## config.mk

```make
export PLATFORM = sky130hd
export DESIGN_NAME = xup_and_vector_tester_flat
export DESIGN_NICKNAME = d
export VERILOG_FILES = /design/src/rtl/xup_and_vector_tester_if.sv /design/src/rtl/xup_and_vector_tester.sv /design/src/flat_wrapper.sv
export SDC_FILE = /design/constraint.sdc
export NUM_CORES = 1
export LEC_CHECK = 0
export CORE_ASPECT_RATIO = 0.75
export CORE_MARGIN = 2
export CORE_UTILIZATION = 52
export CTS_BUF_LIST = sky130_fd_sc_hd__clkbuf_2
export DETAILED_ROUTE_END_ITERATION = 10
export PLACE_DENSITY = 0.88
export SETUP_SLACK_MARGIN = 0.3
export SYNTH_ARGS = -nofsm -noshare
export SYNTH_HDL_FRONTEND = slang
export SYNTH_SLANG_ARGS = --single-unit
```

## constraint.sdc

```tcl
create_clock -name clk -period 3.6 [get_ports clk]
set_input_delay 0.72 -clock clk [delete_from_list [all_inputs] [get_ports clk]]
set_output_delay 0.72 -clock clk [all_outputs]
set_load 0.05 [all_outputs]
```

## src/rtl/xup_and_vector_tester_if.sv

```systemverilog
// Stimulus/response bus between the AND vector tester
// and the SIZE-bit two-input gate it exercises.
interface xup_and_vector_tester_if #(
  parameter int SIZE = 8
);
  logic [SIZE-1:0] a_out;
  logic [SIZE-1:0] b_out;
  logic [SIZE-1:0] y_in;

  modport master (
    output a_out,
    output b_out,
    input  y_in
  );

  modport slave (
    input  a_out,
    input  b_out,
    output y_in
  );
endinterface

```

## src/rtl/xup_and_vector_tester.sv

```systemverilog
// Drives k / bitrev(k) into an AND gate, checks y after SETTLE cycles.
// XUP_AND_TESTER_FAIL_CAPTURE_EN: latch the first failing vector.
module xup_and_vector_tester #(
  parameter int SIZE    = 8,
  parameter int NUM_VEC = 256,
  parameter int SETTLE  = 4
) (
  input  logic                    clk,
  input  logic                    reset,
  input  logic                    start,
  xup_and_vector_tester_if.master gate,
  output logic                    busy,
  output logic                    done,
  output logic                    pass,
  output logic [15:0]             err_count,
  output logic [SIZE-1:0]         fail_a,
  output logic [SIZE-1:0]         fail_b,
  output logic [SIZE-1:0]         fail_y
);

  localparam logic [1:0] S_IDLE  = 2'd0;
  localparam logic [1:0] S_APPLY = 2'd1;
  localparam logic [1:0] S_CHECK = 2'd2;
  localparam logic [1:0] S_DONE  = 2'd3;

  localparam int CW = (SETTLE > 1) ? $clog2(SETTLE) : 1;
  localparam logic [CW-1:0]   CNT_LAST = CW'(SETTLE - 1);
  localparam logic [SIZE-1:0] K_LAST   = SIZE'(NUM_VEC - 1);

  logic [1:0]      state_q, state_d;
  logic [SIZE-1:0] k_q, k_d;
  logic [CW-1:0]   cnt_q, cnt_d;
  logic [SIZE-1:0] a_q, a_d;
  logic [SIZE-1:0] b_q, b_d;
  logic [15:0]     err_q, err_d;
  logic            pass_q, pass_d;

  logic            launch;
  logic            mismatch;
  logic [SIZE-1:0] k_inc;

  function automatic logic [SIZE-1:0] bit_rev(
    input logic [SIZE-1:0] v
  );
    logic [SIZE-1:0] r;
    for (int i = 0; i < SIZE; i++) r[i] = v[SIZE-1-i];
    return r;
  endfunction

  assign launch   = start &&
                    (state_q == S_IDLE || state_q == S_DONE);
  assign mismatch = gate.y_in != (a_q & b_q);
  assign k_inc    = k_q + 1'b1;

  // Sequencer: settle count, compare, advance to next vector.
  always_comb begin
    state_d = state_q;
    k_d     = k_q;
    cnt_d   = cnt_q;
    a_d     = a_q;
    b_d     = b_q;
    err_d   = err_q;
    pass_d  = pass_q;
    unique case (1'b1)
      launch: begin
        state_d = S_APPLY;
        k_d     = '0;
        cnt_d   = '0;
        a_d     = '0;
        b_d     = bit_rev('0);
        err_d   = '0;
        pass_d  = 1'b0;
      end
      state_q == S_APPLY: begin
        if (cnt_q == CNT_LAST) begin
          state_d = S_CHECK;
          cnt_d   = '0;
        end else begin
          cnt_d = cnt_q + 1'b1;
        end
      end
      state_q == S_CHECK: begin
        if (mismatch && err_q != 16'hFFFF)
          err_d = err_q + 16'd1;
        if (k_q == K_LAST) begin
          state_d = S_DONE;
          pass_d  = (err_d == 16'd0);
        end else begin
          state_d = S_APPLY;
          k_d     = k_inc;
          a_d     = k_inc;
          b_d     = bit_rev(k_inc);
        end
      end
      default: ;
    endcase
  end

  // Sequencer and stimulus registers.
  always_ff @(posedge clk or posedge reset) begin
    if (reset) begin
      state_q <= S_IDLE;
      k_q     <= '0;
      cnt_q   <= '0;
      a_q     <= '0;
      b_q     <= '0;
      err_q   <= '0;
      pass_q  <= 1'b0;
    end else begin
      state_q <= state_d;
      k_q     <= k_d;
      cnt_q   <= cnt_d;
      a_q     <= a_d;
      b_q     <= b_d;
      err_q   <= err_d;
      pass_q  <= pass_d;
    end
  end

  assign gate.a_out = a_q;
  assign gate.b_out = b_q;
  assign busy       = (state_q == S_APPLY) ||
                      (state_q == S_CHECK);
  assign done       = (state_q == S_DONE);
  assign pass       = pass_q;
  assign err_count  = err_q;

`ifdef XUP_AND_TESTER_FAIL_CAPTURE_EN
  logic [SIZE-1:0] fa_q, fa_d;
  logic [SIZE-1:0] fb_q, fb_d;
  logic [SIZE-1:0] fy_q, fy_d;

  // Clear on launch, grab the first miss of the run.
  always_comb begin
    fa_d = fa_q;
    fb_d = fb_q;
    fy_d = fy_q;
    if (launch) begin
      fa_d = '0;
      fb_d = '0;
      fy_d = '0;
    end else if (state_q == S_CHECK && mismatch &&
                 err_q == 16'd0) begin
      fa_d = a_q;
      fb_d = b_q;
      fy_d = gate.y_in;
    end
  end

  // First-failure capture registers.
  always_ff @(posedge clk or posedge reset) begin
    if (reset) begin
      fa_q <= '0;
      fb_q <= '0;
      fy_q <= '0;
    end else begin
      fa_q <= fa_d;
      fb_q <= fb_d;
      fy_q <= fy_d;
    end
  end

  assign fail_a = fa_q;
  assign fail_b = fb_q;
  assign fail_y = fy_q;
`else
  assign fail_a = '0;
  assign fail_b = '0;
  assign fail_y = '0;
`endif

endmodule

```

## src/flat_wrapper.sv

```systemverilog
// flat-port wrapper written by rule: the top's interface ports become plain ports
module xup_and_vector_tester_flat 
#(
  parameter int SIZE    = 8,
  parameter int NUM_VEC = 256,
  parameter int SETTLE  = 4
)
  (clk, reset, start, busy, done, pass, err_count, fail_a, fail_b, fail_y, gate_a_out, gate_b_out, gate_y_in);
  xup_and_vector_tester_if #(.SIZE(SIZE)) gate_i ();
  input  logic clk;
  input  logic reset;
  input  logic start;
  output logic busy;
  output logic done;
  output logic pass;
  output logic [15:0] err_count;
  output logic [SIZE-1:0] fail_a;
  output logic [SIZE-1:0] fail_b;
  output logic [SIZE-1:0] fail_y;
  output wire logic [$bits(gate_i.a_out)-1:0] gate_a_out;
  output wire logic [$bits(gate_i.b_out)-1:0] gate_b_out;
  input wire logic [$bits(gate_i.y_in)-1:0] gate_y_in;
  assign gate_a_out = gate_i.a_out;
  assign gate_b_out = gate_i.b_out;
  assign gate_i.y_in = gate_y_in;
  xup_and_vector_tester #(.SIZE(SIZE), .NUM_VEC(NUM_VEC), .SETTLE(SETTLE)) u_core (.clk(clk), .reset(reset), .start(start), .gate(gate_i), .busy(busy), .done(done), .pass(pass), .err_count(err_count), .fail_a(fail_a), .fail_b(fail_b), .fail_y(fail_y));
endmodule
```

=== Word level (Yosys, flattened, before mapping) ===
Index checks and enable logic that the tools add are counted.

* $add $sub $neg: 3
* Equality and inequality tests: 10
* Muxes and demuxes: 14
* Bitwise gates (word level): 1
* Reduce and logical (&&, ||, !) cells: 12

{| class="wikitable"
|+ Operators with widths
! kind !! count
|-
| 16-bit 2-to-1 mux || 2
|-
| 16-bit one-hot mux with 2 select lines || 1
|-
| 8-bit one-hot mux with 2 select lines || 2
|-
| 16-bit by 1-bit adder with 16-bit output, second input constant || 1
|-
| 16-bit zero test || 1
|-
| 8-bit 2-to-1 mux || 2
|-
| 16-bit != test, second input constant || 1
|-
| 8-bit by 1-bit adder with 8-bit output, second input constant || 1
|-
| 8-bit AND || 1
|-
| 8-bit equality test, second input constant || 1
|-
| 8-bit != test || 1
|-
| 2-bit equality test, second input constant || 3
|-
| 2-bit 2-to-1 mux || 3
|-
| 2-bit one-hot mux with 3 select lines || 1
|-
| 2-bit AND reduction || 3
|-
| 2-bit != test, second input constant || 2
|-
| 2-bit one-hot mux with 2 select lines || 1
|-
| 2-bit nonzero test || 2
|-
| 3-bit nonzero test || 1
|-
| 2-bit by 1-bit adder with 2-bit output, second input constant || 1
|-
| 2-bit by 1-bit equality test with 1-bit output, second input constant || 1
|-
| 1-bit logical AND || 2
|-
| 2-bit zero test || 1
|-
| 1-bit logical OR || 2
|-
| other kinds (3) || 3
|}

* Flip-flop bits (word level): 37

=== Longest topological paths before layout ===
Gate-level depths: netlist of the first run.

* Depth after elaboration: 8
* Gate-level depth with buffers: 10
* Gate-level depth less buffers: 8

=== Worst setup path after synthesis of the first run ===
Ideal clock, no wire load.

* Path kind: reg2reg
* From: register u_core.err_q[0] (netlist: u_core.err_count[0])
* To: register u_core.err_q[0] (netlist: u_core.err_count[0])
* Arrival time: 2.311 ns
* Required time: 3.503 ns
* Slack: 1.191 ns
* Cell stages (with the launch flop): 10
* Clock period less this slack: 2.409 ns
* Cells stage by stage: dfrtp_1 ha_1 nand3_1 nor4_1 a21oi_1 buf_2 buf_6 o21ai_0 nand2_1 o31ai_1

* Cells in the longest elaborated chain, start to end: 5
* Elaborated cells between the ends (all ways): 6
* Classes of those cells: add/sub (1); eq/ne (1); mux (3); reduce/logical (1)

{| class="wikitable"
|+ RTL lines
! what !! RTL line !! source
|-
| from (decl) || xup_and_vector_tester.sv:35 || <nowiki>logic [15:0] err_q, err_d;</nowiki>
|-
| from (signal assigned) || xup_and_vector_tester.sv:115 || <nowiki>err_q <= err_d;</nowiki>
|-
| branches (longest 2 deep; another with 16-bit by 1-bit adder with 16-bit output) || -- ||
|-
| 16-bit 2-to-1 mux * || xup_and_vector_tester.sv:83 || <nowiki>if (mismatch && err_q != 16'hFFFF)</nowiki>
|-
| 16-bit 2-to-1 mux * || xup_and_vector_tester.sv:64 || <nowiki>unique case (1'b1)</nowiki>
|-
| 16-bit one-hot mux with 2 select lines * || xup_and_vector_tester.sv:64 ||
|}

Every way passes the cells marked *. The select of a mux whose other input is x is not followed.
A chain may end at the register's enable or synchronous reset.

=== Worst setup path in the final report of the first run ===
* From: register u_core.state_q[0]
* To: output busy

* Cells in the longest elaborated chain, start to end: 2
* Elaborated cells between the ends (all ways): 3
* Classes of those cells: eq/ne (2); reduce/logical (1)

{| class="wikitable"
|+ RTL lines
! what !! RTL line !! source
|-
| from (decl) || xup_and_vector_tester.sv:30 || <nowiki>logic [1:0] state_q, state_d;</nowiki>
|-
| from (signal assigned) || xup_and_vector_tester.sv:110 || <nowiki>state_q <= state_d;</nowiki>
|-
| 2-bit by 1-bit equality test with 1-bit output / 2-bit equality test (equally long branches) || xup_and_vector_tester.sv:122, xup_and_vector_tester.sv:123 ||
|-
| 1-bit logical OR * || xup_and_vector_tester.sv:122 || <nowiki>assign busy = (state_q == S_APPLY) ||</nowiki>
|-
| to (decl) || flat_wrapper.sv:13 || <nowiki>output logic busy;</nowiki>
|}

Every way passes the cells marked *; elsewhere a longest branch is shown, timed or not.

==> metrics.txt, run 1 <==
hold crit path type=register to register; Net Sw Frac=0.460; IO Pins=70; grt ovf=0; Hold EP=u_core.cnt_q[0]$_DFFE_PP0P_; DRC Markers=0; crit path capture type=output port; Avg Cell Area, Syn=8.19 um2; total CTS buffers=5; WP data required=2.88 ns; largest net degree at the start of global routing=22; total negative slack=0 ns; Worst Skew=0.0184 ns; CTS root buf=clkbuf_2; Die Y=60.3 um; register area share after synthesis=0.331; hold_buf cts=0; final setup fails=0; Synth top area share=0.331; core area=4050 um2; Crit Path Category=register to output port; relative slew slack=0.334; routed vias=2034; Max Slew Vio Count=0; drt pass-1 iters=4; mapped cell area=2190 um2; IO buf count=45; ys async rst share=1.00; P_leak=1.03 nW; worst slew pin tran=0.999 ns; FF-to-FF End=u_core.pass$_DFFE_PP0P_; dpl cells=348; non-filler cells, final=355; row count=20; Ys Warns=0; main area contributors after synthesis=dfrtp_1 33%, buf_4 11%, o21ai_0 5.5%; TritonCTS clock tree=yes; crit path DAT=2.12 ns; share of cells above drive strength 1=0.0300; flop2flop setup slack=0.92 ns; worst hold path startpoint=u_core.cnt_q[0]$_DFFE_PP0P_; synthesis-to-finish area growth=16.2%; clock buffer depth=2; Synth Flop Type=dfrtp_1; H-tree lvl count=2; WL final=5.29 mm; nature of the critical path startpoint=register; total track usage=0.236; unrepaired setup endpoints after global routing=false; vias in the first global route=1737; Yosys reg bits=29; max-cap violations=0; R2R depth=9; Routed Antenna Nets=0; count of different cell masters after synthesis=43; global-route wire length before repair=8.53 mm; number of DRC markers in iteration 0=143; Logic pwr share=0.401; DR vias/cell=5.73; initial antenna violation count=0; FILL cells=363; routed len/inst=14.9 um; final core occ=0.629; GP Congestion=0.916; Clk pwr share=0.156; initial core utilization=0.541; post-synth top area cell=dfrtp_1; switching pwr=0.000466 W; FMAX=352 MHz; IR drop worst, VDD=0.327 mV; Reg power frac=0.443; Critical R2R Launch=u_core.err_count[0]$_DFFE_PP0P_; hold path cells=1; status=finished, final reports clean; ant diodes=0; Hold Violations, Final=0; Final Net Count=318; Final HPWL DP=3.96 mm; post-CTS sizing=0; Int Pwr=0.000546 W; Hold WS=0.523 ns; fin crit share=0.789; Clock Latency Late Sink=0.36 ns; die footprint=4760 um2; clock sink total=29; crit path time final=2.84 ns; worst-path maximum fanout=5; setup bufs post-CTS=0; clock slew seen by the registers of the worst setup and hold paths=0.15 ns; die width=79.0 um; PD cells=397 nW/um2; number of synthesized flops with an enable pin=0; Syn Inst Count=268
==> per-layer routing <==
layer	GRT usage	wire length (um)
met5	0	0
met4	0.0862	69
met3	0.0559	414
met2	0.349	2390
met1	0.337	2420
==> state kept, by name, summed over array words and instances (netlist names) <==
signal,cells
u_core.err_count,16
u_core.gate.b_out,7
u_core.cnt_q,2
u_core.state_q,2
u_core.k_q,1
u_core.pass,1
==> cells in the final DEF, fill, tap and decap left out, types with 6 or more instances in the layout <==
cell type        instances
xnor2_1                  9
a21oi_1                 11
nand4_1                 19
nor2_1                  17
clkbuf_2                 6
clkdlybuf4s50_1         45
nand2_1                 32
dfrtp_1                 29
ha_1                     7
xor2_1                  10
nand3_1                  8
o21ai_0                 24
conb_1                  24
==> cell usage after synthesis, types with 7 or more instances <==
cell      number
buf_4         32
nand2_1       32
dfrtp_1       29
o21ai_0       24
nand4_1       19
nor2_1        17
a21oi_1       11
xor2_1        10
xnor2_1        9
clkbuf_1       8
nand3_1        8
ha_1           7
==> worst max-delay path by stage <==
stage                                    startpoint                         endpoint  slack (ns)  cells after the start
floorplan           u_core.err_count[0]$_DFFE_PP0P_  u_core.err_count[0]$_DFFE_PP0P_        1.19                      9
global placement                       gate_y_in[2]          u_core.pass$_DFFE_PP0P_        0.61                      8
detailed placement                     gate_y_in[2]          u_core.pass$_DFFE_PP0P_        0.57                      9
CTS                   u_core.state_q[0]$_DFFE_PP0P_                             busy        0.77                      4
global route          u_core.state_q[0]$_DFFE_PP0P_                             busy        0.66                      4
finish                u_core.state_q[0]$_DFFE_PP0P_                             busy        0.76                      4
==> critical path: stages, from the launching register on <==
cell and delay [ns]:
dfrtp_1 0.47, inv_1 0.07, ha_1 0.33, inv_1 0.08, clkdlybuf4s50_1 0.80
==> power groups by stage <==
stage                     registers [W]  logic (W)  clock network [W]
after floorplan                0.000535   0.000223                  0
after global placement         0.000447   0.000396                  0
after detailed placement       0.000453   0.000407                  0
after CTS                      0.000446   0.000408           0.000161
after global routing           0.000459   0.000432           0.000177
final                          0.000448   0.000406           0.000158
==> kinds of logic (layout without fill, tap and decap cells) <==
family / after synthesis / count (layout) / share of synthesized area
XOR/XNOR: 19 / 19 / 0.0758
other: 1 / 24 / 0.00171
flip-flops: 29 / 29 / 0.331
adder cells (fa/ha/maj): 7 / 7 / 0.0399
buffers and inverters: 51 / 60 / 0.148
AO/OA/AOI/OAI: 61 / 61 / 0.175
multiplexers: 1 / 1 / 0.00456
AND/OR/NAND/NOR: 99 / 99 / 0.225
==> stage by stage <==
stage | worst slack (ns) | instance area (um2) | power, W
floorplan | 1.19 | 2280 | 0.000759
global placement | 0.613 | 2520 | 0.000843
detailed placement | 0.568 | 2520 | 0.000860
CTS | 0.766 | 2550 | 0.00101
global route | 0.659 | 2550 | 0.00107
finish | 0.760 | 2550 | 0.00101
==> cell type report <==
type | count | area (um2) | share of cell area
multi-input combinational | 211 | 1230 | 0.483
tap | 55 | 68.8 | 0.0270
clock inverter | 1 | 3.75 | 0.00147
clock buffer | 6 | 30.0 | 0.0118
sequential | 29 | 726 | 0.284
timing repair buffer | 48 | 473 | 0.185
inverter | 5 | 18.8 | 0.00736
Power figures use the tool's default switching activity.
==> inputs of run 2 (changes only) <==
Settings changed: CORE_UTILIZATION 52 to 48, PLACE_DENSITY 0.88 to 0.83.
Clock period 3.6 ns to 2.79 ns, I/O delays scaled along.
==> metrics.txt, run 2 (synthesis gave the netlist of run 1 again) <==
status=finished, final reports clean; CTS root buf=clkbuf_2; worst setup path startpoint=u_core.err_count[14]$_DFFE_PP0P_; crit path time final=2.37 ns; commonest non-fill, non-tap cell in the layout=clkdlybuf4s50_1; DRC Markers=0; die footprint=5130 um2; initial antenna violation count=0; Routed Antenna Nets=0; unrepaired setup endpoints after global routing=false; crit path DAT=1.82 ns; CP bufs+invs=1; largest net degree at the start of global routing=30; fin crit share=0.851; R2R depth=8; Hold Violations, Final=0; FMAX=421 MHz; grt ovf=0; clock buffer depth=2; Clk pwr share=0.154; die width=82.1 um; H-tree lvl count=2; Int Pwr=0.000723 W; Reg power frac=0.427; flop2flop setup slack=0.48 ns; IO Pins=70; ant diodes=0; worst slew pin tran=0.541 ns; crit path capture type=output port; Logic pwr share=0.418; total track usage=0.224; share of cells above drive strength 1=0.0710; Clock Latency Late Sink=0.36 ns; relative slew slack=0.636; Net Sw Frac=0.453; Final HPWL DP=3.98 mm; CP endpoint=err_count[14]; max-cap violations=0; row count=21; initial core utilization=0.494; clock sink total=29; worst hold path startpoint=u_core.cnt_q[0]$_DFFE_PP0P_; worst-path maximum fanout=8; Worst path top cell family by delay=buffers and inverters; DR vias/cell=5.67; CP max stage delay=0.88 ns; WL final=5.48 mm; IO buf count=45; max reg flops=16; PD cells=500 nW/um2; global-route wire length before repair=9.02 mm; Crit Path Category=register to output port; TritonCTS clock tree=yes; hold path cells=1; core area=4440 um2; Critical R2R Launch=u_core.gate.b_out[5]$_DFFE_PP0P_; FF-to-FF End=u_core.pass$_DFFE_PP0P_; Power Total=0.00132 W; Max Slew Vio Count=0; hold crit path type=register to register; synthesis-to-finish area growth=20.5%; CP max-delay cell=clkdlybuf4s50_1; Worst Skew=0.0129 ns; Die Y=62.6 um; Critical Path Stages=1; P_leak=1.07 nW; total CTS buffers=5; WP data required=2.23 ns; final setup fails=0; nature of the critical path startpoint=register; number of DRC markers in iteration 0=174; drt pass-1 iters=5; commonest cells after routing, fill and taps aside=44 x clkdlybuf4s50_1, 32 x nand2_1, 28 x dfrtp_1; clock slew seen by the registers of the worst setup and hold paths=0.15 ns; vias in the first global route=1925; routed vias=2082; routed len/inst=14.9 um; switching pwr=0.000598 W; crit-path cells=clkdlybuf4s50_1; total negative slack=0 ns; Final Net Count=328; IR drop worst, VDD=0.380 mV; GP Congestion=0.946
run 2: how the worst min path moves through the flow:
stage	endpoint	slack, ns
floorplan	u_core.cnt_q[0]$_DFFE_PP0P_	0.46
global placement	u_core.cnt_q[0]$_DFFE_PP0P_	0.49
detailed placement	u_core.cnt_q[0]$_DFFE_PP0P_	0.51
CTS	u_core.cnt_q[0]$_DFFE_PP0P_	0.53
global route	u_core.cnt_q[0]$_DFFE_PP0P_	0.56
finish	u_core.cnt_q[0]$_DFFE_PP0P_	0.53
run 2: layer usage:
metal,share of wire,wire length (um),track usage
met1,0.45,2480,0.325
met2,0.43,2360,0.312
met3,0.10,572,0.0766
met4,0.012,65,0.0688
met5,0,0,0
run 2: layout make-up:
type	count	area (um2)
Fill cell	407	1800
Multi-Input combinational cell	211	1240
Sequential cell	29	727
Timing Repair Buffer	58	548
Tap cell	57	71.3
Clock buffer	6	30.0
Inverter	5	18.8
Clock inverter	1	3.75
run 2: what timing repair did:
item / CTS / global route
endpoints found under the setup margin: 1 / 5
pin swaps: 0 / 2
gates cloned: 0 / 0
gates resized for setup: 1 / 4
hold buffers: 0 / 0
buffers inserted: 0 / 3
run 2: stage by stage:
stage	instance area, um2	utilization	hold slack, ns	std cells	setup WS, ns
after global routing	2640	0.595	0.556	367	0.302
after detailed placement	2570	0.579	0.513	357	0.0498
after floorplan	2280	-	0.464	291	0.381
after global placement	2570	0.579	0.494	357	0.113
after CTS	2610	0.587	0.534	364	0.390
final	2640	0.595	0.534	367	0.415
run 2: power by group through the flow:
| stage | Sequential [W] | Combinational, W | Clock, W |
|---|---|---|---|
| floorplan | 0.000691 | 0.000288 | 0 |
| finish | 0.000564 | 0.000553 | 0.000204 |
| global route | 0.000575 | 0.000596 | 0.000235 |
| detailed placement | 0.000571 | 0.000543 | 0 |
| CTS | 0.000562 | 0.000545 | 0.000210 |
| global placement | 0.000565 | 0.000537 | 0 |
==> inputs of run 3 (changes only) <==
Settings changed: GPL_ROUTABILITY_DRIVEN set to 0, MAX_ROUTING_LAYER set to met4.
==> metrics.txt, run 3 (synthesis gave the netlist of run 1 again) <==
status=finished, final reports clean; largest net degree at the start of global routing=30; hold path cells=1; crit path capture type=output port; total CTS buffers=5; crit path time final=2.40 ns; max-cap violations=0; clock sink total=29; FF-to-FF End=u_core.pass$_DFFE_PP0P_; IR drop worst, VDD=0.539 mV; vias in the first global route=1827; worst-path maximum fanout=5; commonest cells after routing, fill and taps aside=43 x clkdlybuf4s50_1, 32 x nand2_1, 29 x dfrtp_1; crit path DAT=1.84 ns; total negative slack=0 ns; relative slew slack=0.637; DR vias/cell=5.69; IO Pins=70; Clock Latency Late Sink=0.38 ns; worst hold path startpoint=u_core.cnt_q[0]$_DFFE_PP0P_; nature of the critical path startpoint=register; unrepaired setup endpoints after global routing=true; FMAX=417 MHz; H-tree lvl count=2; grt ovf=0; die footprint=5130 um2; Final Net Count=327; P_leak=1.09 nW; Crit Path Category=register to output port; WL final=5.36 mm; WP data required=2.23 ns; initial antenna violation count=0; CP max-delay cell=dlygate4sd2_1; Hold WS=0.517 ns; max reg flops=16; total track usage=0.222; FILL cells=393; Final HPWL DP=3.93 mm; share of cells above drive strength 1=0.0647; Critical Path Most Common Cell=inv_1; clock slew seen by the registers of the worst setup and hold paths=0.15 ns; initial core utilization=0.494; core area=4440 um2; worst slew pin tran=0.540 ns; fin crit share=0.859; routed len/inst=14.7 um; CP max stage delay=0.52 ns; Max Slew Vio Count=0; Worst Skew=0.00998 ns; Critical R2R Launch=u_core.gate.b_out[6]$_DFFE_PP0P_; row count=21; ant diodes=0; PD cells=499 nW/um2; DRC Markers=0; CTS root buf=clkbuf_2; hold_buf cts=0; Hold Violations, Final=0; crit-path cells=inv_1 -> ha_1 -> inv_1 -> dlygate4sd2_1; drt pass-1 iters=5; die width=82.1 um; flop2flop setup slack=0.49 ns; routed vias=2081; TritonCTS clock tree=yes; IO buf count=45; final setup fails=0; Hold EP=u_core.cnt_q[0]$_DFFE_PP0P_; synthesis-to-finish area growth=20.0%; number of DRC markers in iteration 0=209; hold crit path type=register to register; R2R depth=8; clock buffer depth=2; Die Y=62.6 um; area occupied by registers=726 um2; commonest non-fill, non-tap cell in the layout=clkdlybuf4s50_1; global-route wire length before repair=8.62 mm; Routed Antenna Nets=0; multi-input logic area=1240 um2
==> run 3: how the worst max path moves through the flow <==
stage                                          from                              end  slack, ns  depth (start not counted)
finish                u_core.state_q[0]$_DFFE_PP0P_                             busy       0.39                          4
global route        u_core.err_count[4]$_DFFE_PP0P_          u_core.pass$_DFFE_PP0P_       0.29                          7
global placement                       gate_y_in[2]          u_core.pass$_DFFE_PP0P_        0.1                          9
detailed placement                     gate_y_in[2]          u_core.pass$_DFFE_PP0P_       0.04                          9
CTS                 u_core.err_count[8]$_DFFE_PP0P_                     err_count[8]       0.37                          1
floorplan           u_core.err_count[0]$_DFFE_PP0P_  u_core.err_count[0]$_DFFE_PP0P_       0.38                          9
==> run 3: worst max-delay path: cells and delay by family (launching register included) <==
kind / cells / cell delay (ns)
flip-flops: 1 / 0.46
adder cells (fa/ha/maj): 1 / 0.33
buffers and inverters: 3 / 0.68
==> run 3: per-stage QoR <==
stage	instance area, um2	total power, W	util	instances	worst slack [ns]
after floorplan	2280	0.000979	-	291	0.381
after global placement	2580	0.00110	0.581	358	0.0991
after detailed placement	2580	0.00111	0.581	358	0.0447
after CTS	2610	0.00132	0.588	365	0.370
after global routing	2630	0.00138	0.593	366	0.290
final	2630	0.00131	0.593	366	0.394
==> run 3: repair_timing <==
action / CTS / global route
pin swaps: 0 / 2
hold endpoints to repair: 0 / 0
setup buffers: 0 / 1
resized for setup: 1 / 3
cloned: 0 / 0
endpoints found under the setup margin: 1 / 2
==> run 3: final cells by class <==
type	instances	area share
Clock inverter	1	0.00143
Multi-Input combinational cell	211	0.471
Sequential cell	29	0.276
Inverter	5	0.00713
Tap cell	57	0.0271
Clock buffer	6	0.0114
Timing Repair Buffer	57	0.206
==> run 3: routing by layer <==
| layer | track usage | routed length (um) | vias to the layer above |
|---|---|---|---|
| met5 | - | 0 | - |
| met4 | 0.0729 | 91 | 0 |
| met3 | 0.0592 | 495 | 16 |
| met2 | 0.303 | 2280 | 124 |
| met1 | 0.319 | 2490 | 951 |
| li1 | - | - | 990 |
==> run 3: report_power, final <==
part | internal (W) | switching (W) | total [W]
registers | 0.000466 | 0.000104 | 0.000570
logic | 0.000186 | 0.000351 | 0.000537
clock network | 0.0000583 | 0.000149 | 0.000207
total | 0.000710 | 0.000604 | 0.00131
